### src/rtl/alu_ctrl_seq.sv
// alu_ctrl_seq: sequenced ALU control decoder. Decodes one ALU request per
// valid/ready handshake into ALU control codes. Multi-bit shifts issue as a
// burst of 1-bit shift commands.
// Ports: clk, rst_n (async, active-low); in_valid/in_ready handshake with
// alu_op, funct, shamt; stall freezes the sequencer; outputs alu_ctrl,
// alu_b_zero, ctrl_valid, ctrl_last, step, busy.
// Option: define ALU_SEQ_FLUSH_EN to add the flush input (burst abort).
module alu_ctrl_seq #(
    parameter int DATA_W  = 8,
    parameter int SHAMT_W = $clog2(DATA_W)
) (
    input  logic               clk,
    input  logic               rst_n,
    input  logic               in_valid,
    output logic               in_ready,
    input  logic [1:0]         alu_op,
    input  logic [2:0]         funct,
    input  logic [SHAMT_W-1:0] shamt,
    input  logic               stall,
`ifdef ALU_SEQ_FLUSH_EN
    input  logic               flush,
`endif
    output logic [2:0]         alu_ctrl,
    output logic               alu_b_zero,
    output logic               ctrl_valid,
    output logic               ctrl_last,
    output logic [SHAMT_W-1:0] step,
    output logic               busy
);

    localparam logic [2:0] C_ADD  = 3'd0;
    localparam logic [2:0] C_SUB  = 3'd1;
    localparam logic [2:0] C_AND  = 3'd2;
    localparam logic [2:0] C_OR   = 3'd3;
    localparam logic [2:0] C_XOR  = 3'd4;
    localparam logic [2:0] C_SHL1 = 3'd5;
    localparam logic [2:0] C_SHR1 = 3'd6;
    localparam logic [2:0] C_PASS = 3'd7;

    localparam logic [SHAMT_W-1:0] ONE = SHAMT_W'(1);

    typedef enum logic [1:0] {IDLE, ISSUE, SHIFT} state_t;

    state_t             state_q, state_d;
    logic [2:0]         ctrl_q, ctrl_d;
    logic               bz_q, bz_d;
    logic               valid_q, valid_d;
    logic               last_q, last_d;
    logic               busy_q, busy_d;
    logic [SHAMT_W-1:0] step_q, step_d;
    // Captured shift amount; the burst length is fixed at accept.
    logic [SHAMT_W-1:0] cnt_q, cnt_d;

    logic       accept;
    logic [2:0] dec_code;
    logic       dec_shift;

    assign in_ready = !stall
                    && (state_q == IDLE || (valid_q && last_q));
    assign accept   = in_valid && in_ready;

    assign alu_ctrl   = ctrl_q;
    assign alu_b_zero = bz_q;
    assign ctrl_valid = valid_q;
    assign ctrl_last  = last_q;
    assign step       = step_q;
    assign busy       = busy_q;

    always_comb begin
        dec_code  = C_ADD;
        dec_shift = 1'b0;
        unique case (alu_op)
            2'b00: dec_code = C_ADD;
            2'b01: dec_code = C_SUB;
            2'b11: dec_code = C_PASS;
            2'b10: begin
                unique case (funct)
                    3'b000: dec_code = C_ADD;
                    3'b001: dec_code = C_SUB;
                    3'b010: dec_code = C_AND;
                    3'b011: dec_code = C_OR;
                    3'b100: dec_code = C_XOR;
                    3'b101: begin
                        dec_code  = C_SHL1;
                        dec_shift = 1'b1;
                    end
                    3'b110: begin
                        dec_code  = C_SHR1;
                        dec_shift = 1'b1;
                    end
                    3'b111: dec_code = C_PASS;
                endcase
            end
        endcase
    end

    always_comb begin
        state_d = state_q;
        ctrl_d  = ctrl_q;
        bz_d    = bz_q;
        valid_d = valid_q;
        last_d  = last_q;
        busy_d  = busy_q;
        step_d  = step_q;
        cnt_d   = cnt_q;
        if (!stall) begin
            if (accept) begin
                valid_d = 1'b1;
                step_d  = '0;
                cnt_d   = shamt;
                if (dec_shift && shamt != '0) begin
                    ctrl_d  = dec_code;
                    bz_d    = 1'b0;
                    last_d  = (shamt == ONE);
                    busy_d  = (shamt != ONE);
                    state_d = (shamt == ONE) ? ISSUE : SHIFT;
                end else if (dec_shift) begin
                    // Zero shift: ADD with B forced to 0 passes A through.
                    ctrl_d  = C_ADD;
                    bz_d    = 1'b1;
                    last_d  = 1'b1;
                    busy_d  = 1'b0;
                    state_d = ISSUE;
                end else begin
                    ctrl_d  = dec_code;
                    bz_d    = 1'b0;
                    last_d  = 1'b1;
                    busy_d  = 1'b0;
                    state_d = ISSUE;
                end
            end else if (state_q == SHIFT && !last_q) begin
                step_d = step_q + ONE;
                last_d = (step_q + ONE == cnt_q - ONE);
                busy_d = (step_q + ONE != cnt_q - ONE);
            end else begin
                state_d = IDLE;
                ctrl_d  = C_ADD;
                bz_d    = 1'b0;
                valid_d = 1'b0;
                last_d  = 1'b0;
                busy_d  = 1'b0;
                step_d  = '0;
            end
        end
`ifdef ALU_SEQ_FLUSH_EN
        // Flush wins over stall and over a same-cycle accept.
        if (flush) begin
            state_d = IDLE;
            ctrl_d  = C_ADD;
            bz_d    = 1'b0;
            valid_d = 1'b0;
            last_d  = 1'b0;
            busy_d  = 1'b0;
            step_d  = '0;
        end
`endif
    end

    always_ff @(posedge clk or negedge rst_n) begin
        if (!rst_n) begin
            state_q <= IDLE;
            ctrl_q  <= C_ADD;
            bz_q    <= 1'b0;
            valid_q <= 1'b0;
            last_q  <= 1'b0;
            busy_q  <= 1'b0;
            step_q  <= '0;
            cnt_q   <= '0;
        end else begin
            state_q <= state_d;
            ctrl_q  <= ctrl_d;
            bz_q    <= bz_d;
            valid_q <= valid_d;
            last_q  <= last_d;
            busy_q  <= busy_d;
            step_q  <= step_d;
            cnt_q   <= cnt_d;
        end
    end

endmodule

### config.mk
export PLATFORM = sky130hd
export DESIGN_NAME = alu_ctrl_seq
export DESIGN_NICKNAME = d
export VERILOG_FILES = /design/src/rtl/alu_ctrl_seq.sv
export SDC_FILE = /design/constraint.sdc
export NUM_CORES = 1
export LEC_CHECK = 0
export CORE_ASPECT_RATIO = 1.4
export CORE_MARGIN = 1.5
export CORE_UTILIZATION = 30
export DETAILED_ROUTE_END_ITERATION = 10
export HOLD_SLACK_MARGIN = 0.06
export PLACE_DENSITY = 0.57
export SLEW_MARGIN = 25
export SYNTH_ARGS = -nofsm -noshare
export SYNTH_HDL_FRONTEND = slang
export SYNTH_SLANG_ARGS = --single-unit
### constraint.sdc
create_clock -name clk -period 2.9 [get_ports clk]
set_input_delay 0.58 -clock clk [delete_from_list [all_inputs] [get_ports clk]]
set_output_delay 0.58 -clock clk [all_outputs]
set_load 0.005 [all_outputs]
* Word level (Yosys, flattened, before mapping)
Index checks and enable logic that the tools add are counted.
** Word-level totals
- Flip-flop bits (word level) :: 15
- Input port bits :: 12
- Output and inout port bits :: 11
- Word-level logic and storage cells :: 67
** Cells by class
- Add/sub/neg operators :: 2
- Eq/ne operators :: 16
- Mux-type cells :: 25
- Bitwise operators :: 1
- Reductions and logical operators :: 15
** Operator list (count)
- 3-bit one-hot mux with 8 select lines :: 1
- 3-bit two-way mux :: 6
- 1-bit two-way mux :: 13
- 3-bit equality test, second input constant :: 4
- 3-bit one-hot mux with 4 select lines :: 1
- 2-bit two-way mux :: 4
- 2-bit equality test, second input constant :: 3
- 3-bit by 1-bit equality test with 1-bit output, second input constant :: 2
- 3-bit by 2-bit equality test with 1-bit output, second input constant :: 2
- 1-bit logical AND :: 5
- 2-bit zero test :: 2
- 2-bit AND reduction :: 2
- 3-bit by 1-bit adder with 3-bit output, second input constant :: 1
- 3-bit equality test :: 1
- 3-bit zero test :: 1
- 3-bit by 1-bit inequality test with 1-bit output, second input constant :: 1
- 3-bit inequality test :: 1
- 3-bit nonzero test :: 1
- 3-bit by 1-bit subtractor with 3-bit output, second input constant :: 1
- 2-bit by 1-bit equality test with 1-bit output, second input constant :: 1
- 1-bit zero test :: 2
- 2-bit inequality test, second input constant :: 1
- 2-bit OR reduction :: 1
- 1-bit logical OR :: 1
- 1-bit NOT :: 1

* Depth between registers and ports, before layout
Gate-level depths: netlist of the first run.
- Word-level depth :: 7
- Gate-level depth with buffers :: 6
- Depth with buffers taken out :: 6

* Worst setup path after synthesis of the first run
OpenSTA, ideal clock, no wires.
- Path type :: in2reg
- From :: input shamt[2]
- To :: register ctrl_q[0] (netlist: alu_ctrl[0])
- Library setup time :: 0.121 ns
- Arrival time :: 1.510 ns
- Required time :: 2.779 ns
- Setup slack :: 1.268 ns
- Cell stages on the path :: 4
- Buffers on the path :: 0
- Path through :: or3_1 -> or4_4 -> nand3_2 -> o21ai_1
** On the way
- Word-level cells in the longest chain between the ends :: 4
** Ends and longest elaborated chain
- start: declaration :: line 18 : input logic [SHAMT_W-1:0] shamt,
- 3-bit nonzero test :: line 111 : if (dec_shift && shamt != '0) begin
- 1-bit logical AND :: line 111
- 3-bit two-way mux :: line 111
- 3-bit two-way mux :: line 107 : if (accept) begin
- end signal: assignment :: line 171 : ctrl_q <= ctrl_d;
- end: declaration :: line 45 : logic [2:0] ctrl_q, ctrl_d;
No other way between the ends.
A chain may end at the register's enable or synchronous reset.

* Final worst setup path of the first run
- From :: input stall
- To :: output in_ready
** On the way
- Word-level cells in the longest chain between the ends :: 2
** Ends and longest elaborated chain
- start: declaration :: line 19 : input logic stall,
- 1-bit zero test
- 1-bit logical AND :: line 59 : && (state_q == IDLE || (valid_q && last_q));
- end: declaration :: line 15 : output logic in_ready,
No other way between the ends.

==> results_dict.tcl, run 1 <==
set metrics [dict create \
    status "finished, final reports clean" \
    worstSetupPathType "in2out" \
    synth-warning-count 0 \
    die_y_um 62.39 \
    fin_crit_sh 0.8033 \
    ff_latch_area_um2 375.4 \
    pin_count 23 \
    clock.fmax_ghz 0.4293 \
    cts_buffers 3 \
    via_per_inst 4.649 \
    grt_pass1_vias 601 \
    drcViolationCount 0 \
    cts.hold.buffers_added 0 \
    fin_crit_ns 2.330 \
    drt_first_pass_iters 2 \
    postRouteAntennaNets 0 \
    arrival_ns 1.75 \
    syn_nets 89 \
    setup_viol 0 \
    fillers 241 \
    antenna_found_initial 0 \
    worst_slew_pin_slew_ns 0.6777 \
    seq_area_frac_synth 0.4967 \
    start_kind "primary input" \
    critPathRequiredTime_ns 2.32 \
    gp_congestion 0.7203 \
    multi_input_area_um2 364.1 \
    cts_tree "done" \
    clk_latency_ns 0.28 \
    fin_util 0.4364 \
    final_cells 134 \
    total_power_uw 487.2 \
    grt_pass1_wl_mm 2.684 \
    io_buffers 22 \
    power_per_cell_area_mw_per_mm2 466.9 \
    synth_cell_types 27 \
    initial_utilization 0.3161 \
    htreeDepth 1 \
    fin_skew_ns 0.003043 \
    max-cap-violations 0 \
    cts_setup_buffers 0 \
    path_max_fanout 3 \
    hold_viol 0 \
    rr_worst_depth 3 \
    layout-drive-gt1-share 0.1000 \
    finalMaxSlewViolations 0 \
    power.leakage_uw 0.0004622 \
    synth-seq-cells 15 \
    rsz0062_at_grt "no" \
    cts_max_path_buffers 2 \
    num-nets-final 115 \
    grt_max_degree 16 \
    core-area_mm2 0.002391 \
    drt_iter0_drc 11 \
    dp_cells 130 \
    cts_sinks 15 \
    cp-end-kind "output pin" \
    slew_headroom 0.5468 \
    avgSynthCellArea_um2 10.08 \
    vias 623 \
    syn2layout_area_growth_pct 38.08 \
    ir_worst_vdd_mv 0.2656 \
    grt.total_usage 0.1299 \
    holdWs_ns 0.5009 \
    dp_hpwl_mm 1.209 \
    syn_inst 75 \
    holdPathStages 2 \
    dieArea_mm2 0.002834 \
    fin_tns_setup_ns 0 \
    root_buffer "clkbuf_4" \
    cts-resized-gates 0 \
    wl_mm 1.506 \
    wire_per_inst_um 11.24 \
    hp-class "reg2reg" \
    antennaDiodeCount 0 \
    grt-ovfl-total 0 \
    die_w_um 45.42 \
    clkTransAtPathRegs_ns 0.09 \
    syn-cell-area_um2 755.7 \
    row_count 21 \
]
[flip-flops by register name (all words and copies together), names as in the netlist]
name / flops
busy: 1
alu_ctrl: 3
state_q: 2
alu_b_zero: 1
ctrl_valid: 1
cnt_q: 3
step: 3
ctrl_last: 1
[synthesized netlist by cell type, drive strengths merged]
cell,number,area share
xor2,2,0.023
nor3,1,0.0066
dfrtp,15,0.50
ha,2,0.033
inv,2,0.0099
a21o,1,0.0099
or3b,2,0.023
nand2b,2,0.017
a2bb2oi,1,0.012
buf,1,0.0066
clkbuf,1,0.0050
a221o,1,0.013
nand3,2,0.020
mux2,3,0.060
nor2,5,0.025
nor4,1,0.0083
or3,1,0.0083
nand2,14,0.070
nor3b,1,0.0099
o21ai,10,0.066
or4,1,0.015
a21oi,1,0.0066
xnor2,4,0.046
o211ai,1,0.0099
[layer usage]
layer  GRT usage  routed length [µm]  vias up
met4     0.07721                  17        0
met3     0.02890                  93        2
met5           0                   0        -
met1      0.1670                 602      291
met2      0.1919                 792       19
li1            -                   -      311
[through the flow]
stage          setup slack, ns  instance area (µm²)
2_1_floorplan            1.268                755.7
3_3_place_gp            0.5906                 1017
3_5_place_dp            0.5713                 1017
4_1_cts                 0.5606                 1044
5_1_grt                 0.5093                 1044
6_report                0.5705                 1044
[cell usage in the layout, fill, tap and decap left out, types with 2 or more instances in the layout]
| master | Yosys | final |
|---|---|---|
| o21ai_0 | 6 | 6 |
| ha_1 | 2 | 2 |
| o21ai_1 | 4 | 4 |
| inv_1 | 2 | 2 |
| nand2_1 | 14 | 14 |
| mux2_4 | 3 | 3 |
| nor2_1 | 5 | 5 |
| clkbuf_4 | 0 | 3 |
| dfrtp_1 | 15 | 15 |
| xnor2_1 | 4 | 4 |
| xor2_1 | 2 | 2 |
| nand2b_1 | 2 | 2 |
| clkdlybuf4s50_1 | 0 | 22 |
[worst max-delay path, cell delays in order]
cell and delay (ns):
clkdlybuf4s50_1 0.41, nor2_1 0.21, clkdlybuf4s50_1 0.54
[logic make-up after synthesis]
group,share of synthesized area
simple gates,0.2020
mux,0.05960
xor+xnor,0.06954
fa+ha+maj,0.03311
compound gates,0.1176
buf+inv,0.02152
flops,0.4967
[final cells by class]
cell class	count	share of cell area
clock buffer	4	0.02518
tap	34	0.04077
multi-input combinational	56	0.3489
timing repair buffer	23	0.2182
inverter	2	0.007194
sequential	15	0.3597
[path summary, 6_finish.rpt]
path                             start     endpoint  slack [ns]
max reg2reg                 state_q[1]     cnt_q[1]        1.36
min in group asynchronous        rst_n   alu_b_zero        0.71
max in group asynchronous        rst_n         busy        1.76
min                        alu_ctrl[0]  alu_ctrl[0]        0.50
min reg2reg                alu_ctrl[0]  alu_ctrl[0]        0.50
max                              stall     in_ready        0.57
[power by group]
part	switching (µW)	total, µW	leakage (µW)	internal (µW)
logic	48.1	123	0.000250	74.9
registers	15.3	245	0.000197	229
clock network	66.2	119	0.0000150	53.3
Power figures use the tool's default switching activity.
==> run 2, diff against run 1 <==
Settings changed: PLACE_DENSITY 0.57 to 0.59.
Clock period 2.9 ns to 2.1 ns, I/O delays scaled along.
==> results_dict.tcl, run 2 (synthesis results as in run 1) <==
set metrics [dict create \
    status "finished, final reports clean" \
    wl_mm 1.594 \
    root_buffer "clkbuf_4" \
    finalMaxSlewViolations 0 \
    top_layer_used "met4" \
    cts_tree "done" \
    rr_worst_depth 3 \
    htreeDepth 1 \
    max-cap-violations 0 \
    num-nets-final 117 \
    final_common_cell "clkdlybuf4s50_1" \
    drt_first_pass_iters 4 \
    drt_iter0_drc 8 \
    power.leakage_uw 0.0004720 \
    vias 629 \
    grt_pass1_vias 668 \
    hp-class "in2async" \
    core-area_mm2 0.002391 \
    cts_sinks 15 \
    postRouteAntennaNets 0 \
    wl_met2_um 876 \
    dp_cells 132 \
    worstPathCellList "clkdlybuf4s50_1 > nor2_1 > clkdlybuf4s50_1" \
    wire_per_inst_um 11.72 \
    fin_crit_sh 0.9405 \
    cts.hold.buffers_added 0 \
    fin_tns_setup_ns 0 \
    dp_hpwl_mm 1.297 \
    drt-met1-wl_um 646 \
    fin_util 0.4427 \
    gp_congestion 0.7066 \
    syn2layout_area_growth_pct 40.07 \
    crit_path_frequent_cell "clkdlybuf4s50_1" \
    grt_max_degree 16 \
    clk_latency_ns 0.28 \
    clkTransAtPathRegs_ns 0.09 \
    slew_headroom 0.7175 \
    die_y_um 62.39 \
    critPathRequiredTime_ns 1.68 \
    final_cell_mix "clkdlybuf4s50_1 (22), dfrtp_1 (15), nand2_1 (14), o21ai_0 (6), nor2_1 (5)" \
    pin_count 23 \
    clock.fmax_ghz 0.5063 \
    grt-ovfl-total 0 \
    via_per_inst 4.625 \
    cts_max_path_buffers 2 \
    fillers 245 \
    fin_crit_ns 1.975 \
    pre_cts_slack_ns 0.1006 \
    slowest_delay_ns 0.53 \
    cts_buffers 3 \
    layout-drive-gt1-share 0.1176 \
    ir_worst_vdd_mv 0.3129 \
    power_per_cell_area_mw_per_mm2 639.7 \
    initial_utilization 0.3161 \
    arrival_ns 1.56 \
    worstSetupPathType "in2out" \
    antenna_found_initial 0 \
    cts_setup_buffers 0 \
    layout_setup_ws_ns 0.1249 \
    start_kind "primary input" \
    rsz0062_at_grt "no" \
    holdWs_ns 0.4396 \
    dieArea_mm2 0.002834 \
    cts-resized-gates 0 \
    row_count 21 \
    path_max_fanout 3 \
    met3_length_um 53 \
    io_buffers 22 \
    antennaDiodeCount 0 \
    cp-end-kind "output pin" \
    die_w_um 45.42 \
    grt_pass1_wl_mm 2.822 \
    r2r_end "cnt_q[1]" \
    final_cells 136 \
    rrSetupSlack_ns 0.57 \
    fin_skew_ns 0.003297 \
    hold_viol 0 \
    r2r_start "state_q[1]" \
    setup_viol 0 \
    worst_slew_pin_slew_ns 0.4199 \
    critPathSlowestCell "clkdlybuf4s50_1" \
    drcViolationCount 0 \
    grt.total_usage 0.1340 \
]
## run 2: cell count changes in the layout (fill, tap and decap cells not counted)
cell	delta
buf_4	+2
## run 2: final cells by class
type	count	area, µm²	share of cell area
repair buffers	25	242.7	0.2293
well taps	34	42.54	0.04019
inverters	2	7.507	0.007092
flip-flops and latches	15	375.4	0.3546
clock buffers	4	26.28	0.02482
multi-input cells	56	364.1	0.3440
## run 2: metrics by stage
step	area, µm²	power [µW]
6_report	1059	677.1
3_5_place_dp	1032	524.7
2_1_floorplan	755.7	441.4
5_1_grt	1059	717.6
3_3_place_gp	1032	519.4
4_1_cts	1059	687.9
## run 2: worst max-delay path by stage
stage          slack (ns)  startpoint     endpoint
3_5_place_dp         0.10    shamt[2]  alu_ctrl[1]
6_report             0.12       stall     in_ready
5_1_grt              0.09       stall     in_ready
2_1_floorplan        0.63    shamt[2]  alu_ctrl[0]
4_1_cts              0.11       stall     in_ready
3_3_place_gp         0.12       stall     in_ready
## run 2: metal layers
layer,vias to the layer above,GRT usage
met2,17,0.2289
met4,0,0.06618
met5,-,0
met1,299,0.1546
met3,2,0.01734
li1,311,-
## run 2: critical path: cells and delay by family
family | cells | cell delay [ns]
buffers and inverters | 2 | 0.97
AND/OR/NAND/NOR | 1 | 0.16
## run 2: power by group
group          switching, µW  total [µW]  leakage, µW  internal (µW)
logic                   68.7         176     0.000260            107
registers               22.1         339     0.000197            317
clock network           88.5         162    0.0000150           73.6
total                    179         677     0.000472            498
==> run 3, diff against run 2 <==
Settings changed: CORE_MARGIN 1.5 to 3.
==> results_dict.tcl, run 3 (synthesis results as in run 1) <==
set metrics [dict create \
    clk_latency_ns 0.28 \
    core-area_mm2 0.002277 \
    grt.total_usage 0.1134 \
    pre_cts_slack_ns 0.1236 \
    cts.hold.buffers_added 0 \
    dieArea_mm2 0.003166 \
    fin_tns_setup_ns 0 \
    vias 630 \
    max-cap-violations 0 \
    fin_util 0.4648 \
    hp-class "in2async" \
    wl_mm 1.576 \
    io_buffers 22 \
    arrival_ns 1.55 \
    drt_first_pass_iters 2 \
    cts_buffers 3 \
    rr_worst_depth 3 \
    layout_setup_ws_ns 0.1336 \
    grt-ovfl-total 0 \
    layout-drive-gt1-share 0.1275 \
    drcViolationCount 0 \
    dp_hpwl_mm 1.289 \
    worstSetupPathType "in2out" \
    fin_crit_sh 0.9364 \
    dp_cells 131 \
    root_buffer "clkbuf_4" \
    final_cell_mix "clkdlybuf4s50_1 (22), dfrtp_1 (15), nand2_1 (14), o21ai_0 (6), nor2_1 (5)" \
    start_kind "primary input" \
    antennaDiodeCount 0 \
    setup_viol 0 \
    rsz0062_at_grt "no" \
    final_design_area_no_fill_mm2 0.001059 \
    syn2layout_area_growth_pct 40.07 \
    grt_pass1_wl_mm 2.697 \
    worst_slew_pin_slew_ns 0.3497 \
    num-nets-final 117 \
    gr-max-usage-layer "met2" \
    status "finished, final reports clean" \
    initial_utilization 0.3319 \
    power.leakage_uw 0.0004747 \
    rrSetupSlack_ns 0.57 \
    slew_headroom 0.7647 \
    hold_viol 0 \
    fin_skew_ns 0.001581 \
    grt_max_degree 16 \
    final_cells 135 \
    met1_usage 0.1130 \
    clkTransAtPathRegs_ns 0.09 \
    cts_sinks 15 \
    cts_setup_buffers 0 \
    wire_per_inst_um 11.67 \
    use_met2 0.2052 \
    place_area_mm2 0.001031 \
    cts_tree "done" \
    postRouteAntennaNets 0 \
    antenna_found_initial 0 \
    pin_count 23 \
    grt_pass1_vias 618 \
    path_max_fanout 3 \
    fin_crit_ns 1.966 \
    finalMaxSlewViolations 0 \
    r2r_start "state_q[1]" \
    htreeDepth 1 \
    gp_congestion 0.7243 \
    via_per_inst 4.667 \
    power_per_cell_area_mw_per_mm2 637.4 \
    die_w_um 48.42 \
    drt_iter0_drc 9 \
    final_common_cell "clkdlybuf4s50_1" \
    row_count 20 \
    critPathRequiredTime_ns 1.68 \
    die_y_um 65.39 \
    ir_worst_vdd_mv 0.3472 \
    cp-end-kind "output pin" \
    cts_max_path_buffers 2 \
    fillers 226 \
    r2r_end "cnt_q[1]" \
    use_met3 0.02494 \
    cts-resized-gates 0 \
    clock.fmax_ghz 0.5085 \
]
## run 3: final cells by class
type | count | area, µm² | share of cell area
Clock buffer | 3 | 22.52 | 0.02128
Clock inverter | 1 | 5.005 | 0.004728
Inverter | 2 | 7.507 | 0.007092
Multi-Input combinational cell | 56 | 364.1 | 0.3440
Sequential cell | 15 | 375.4 | 0.3546
Tap cell | 33 | 41.29 | 0.03901
Timing Repair Buffer | 25 | 242.7 | 0.2293
## run 3: metal layers
layer  routed length (µm)  part of all wire  vias to the layer above
met2                  801              0.51                       21
met5                    0                 0                        -
met4                   32             0.020                        0
met3                   93             0.059                        4
li1                     -                 -                      317
met1                  648              0.41                      288
## run 3: critical path, stage by stage
cell and delay (ns):
clkdlybuf4s50_1 0.44, nor2_1 0.16, clkdlybuf4s50_1 0.52
## run 3: how the worst max path moves through the flow
stage                           from          end  depth (start not counted)
after floorplan             shamt[2]  alu_ctrl[0]                          4
after global placement         stall     in_ready                          3
after detailed placement    shamt[2]  alu_ctrl[0]                          5
after CTS                      stall     in_ready                          3
after global routing      state_q[1]     in_ready                          3
final                          stall     in_ready                          3
## run 3: power by group
| group | internal, µW | switching, µW | leakage (µW) |
|---|---|---|---|
| sequential | 317 | 21.8 | 0.000197 |
| clock | 70.7 | 91.7 | 0.0000177 |
| combinational | 107 | 66.6 | 0.000260 |
| total | 495 | 180 | 0.000475 |
## run 3: per-stage QoR
| stage | total power [µW] | hold WS (ns) |
|---|---|---|
| detailed placement | 521.8 | 0.4846 |
| global route | 722.5 | 0.4426 |
| global placement | 519.5 | 0.4822 |
| CTS | 689.3 | 0.4355 |
| finish | 674.7 | 0.4400 |
| floorplan | 441.4 | 0.1244 |
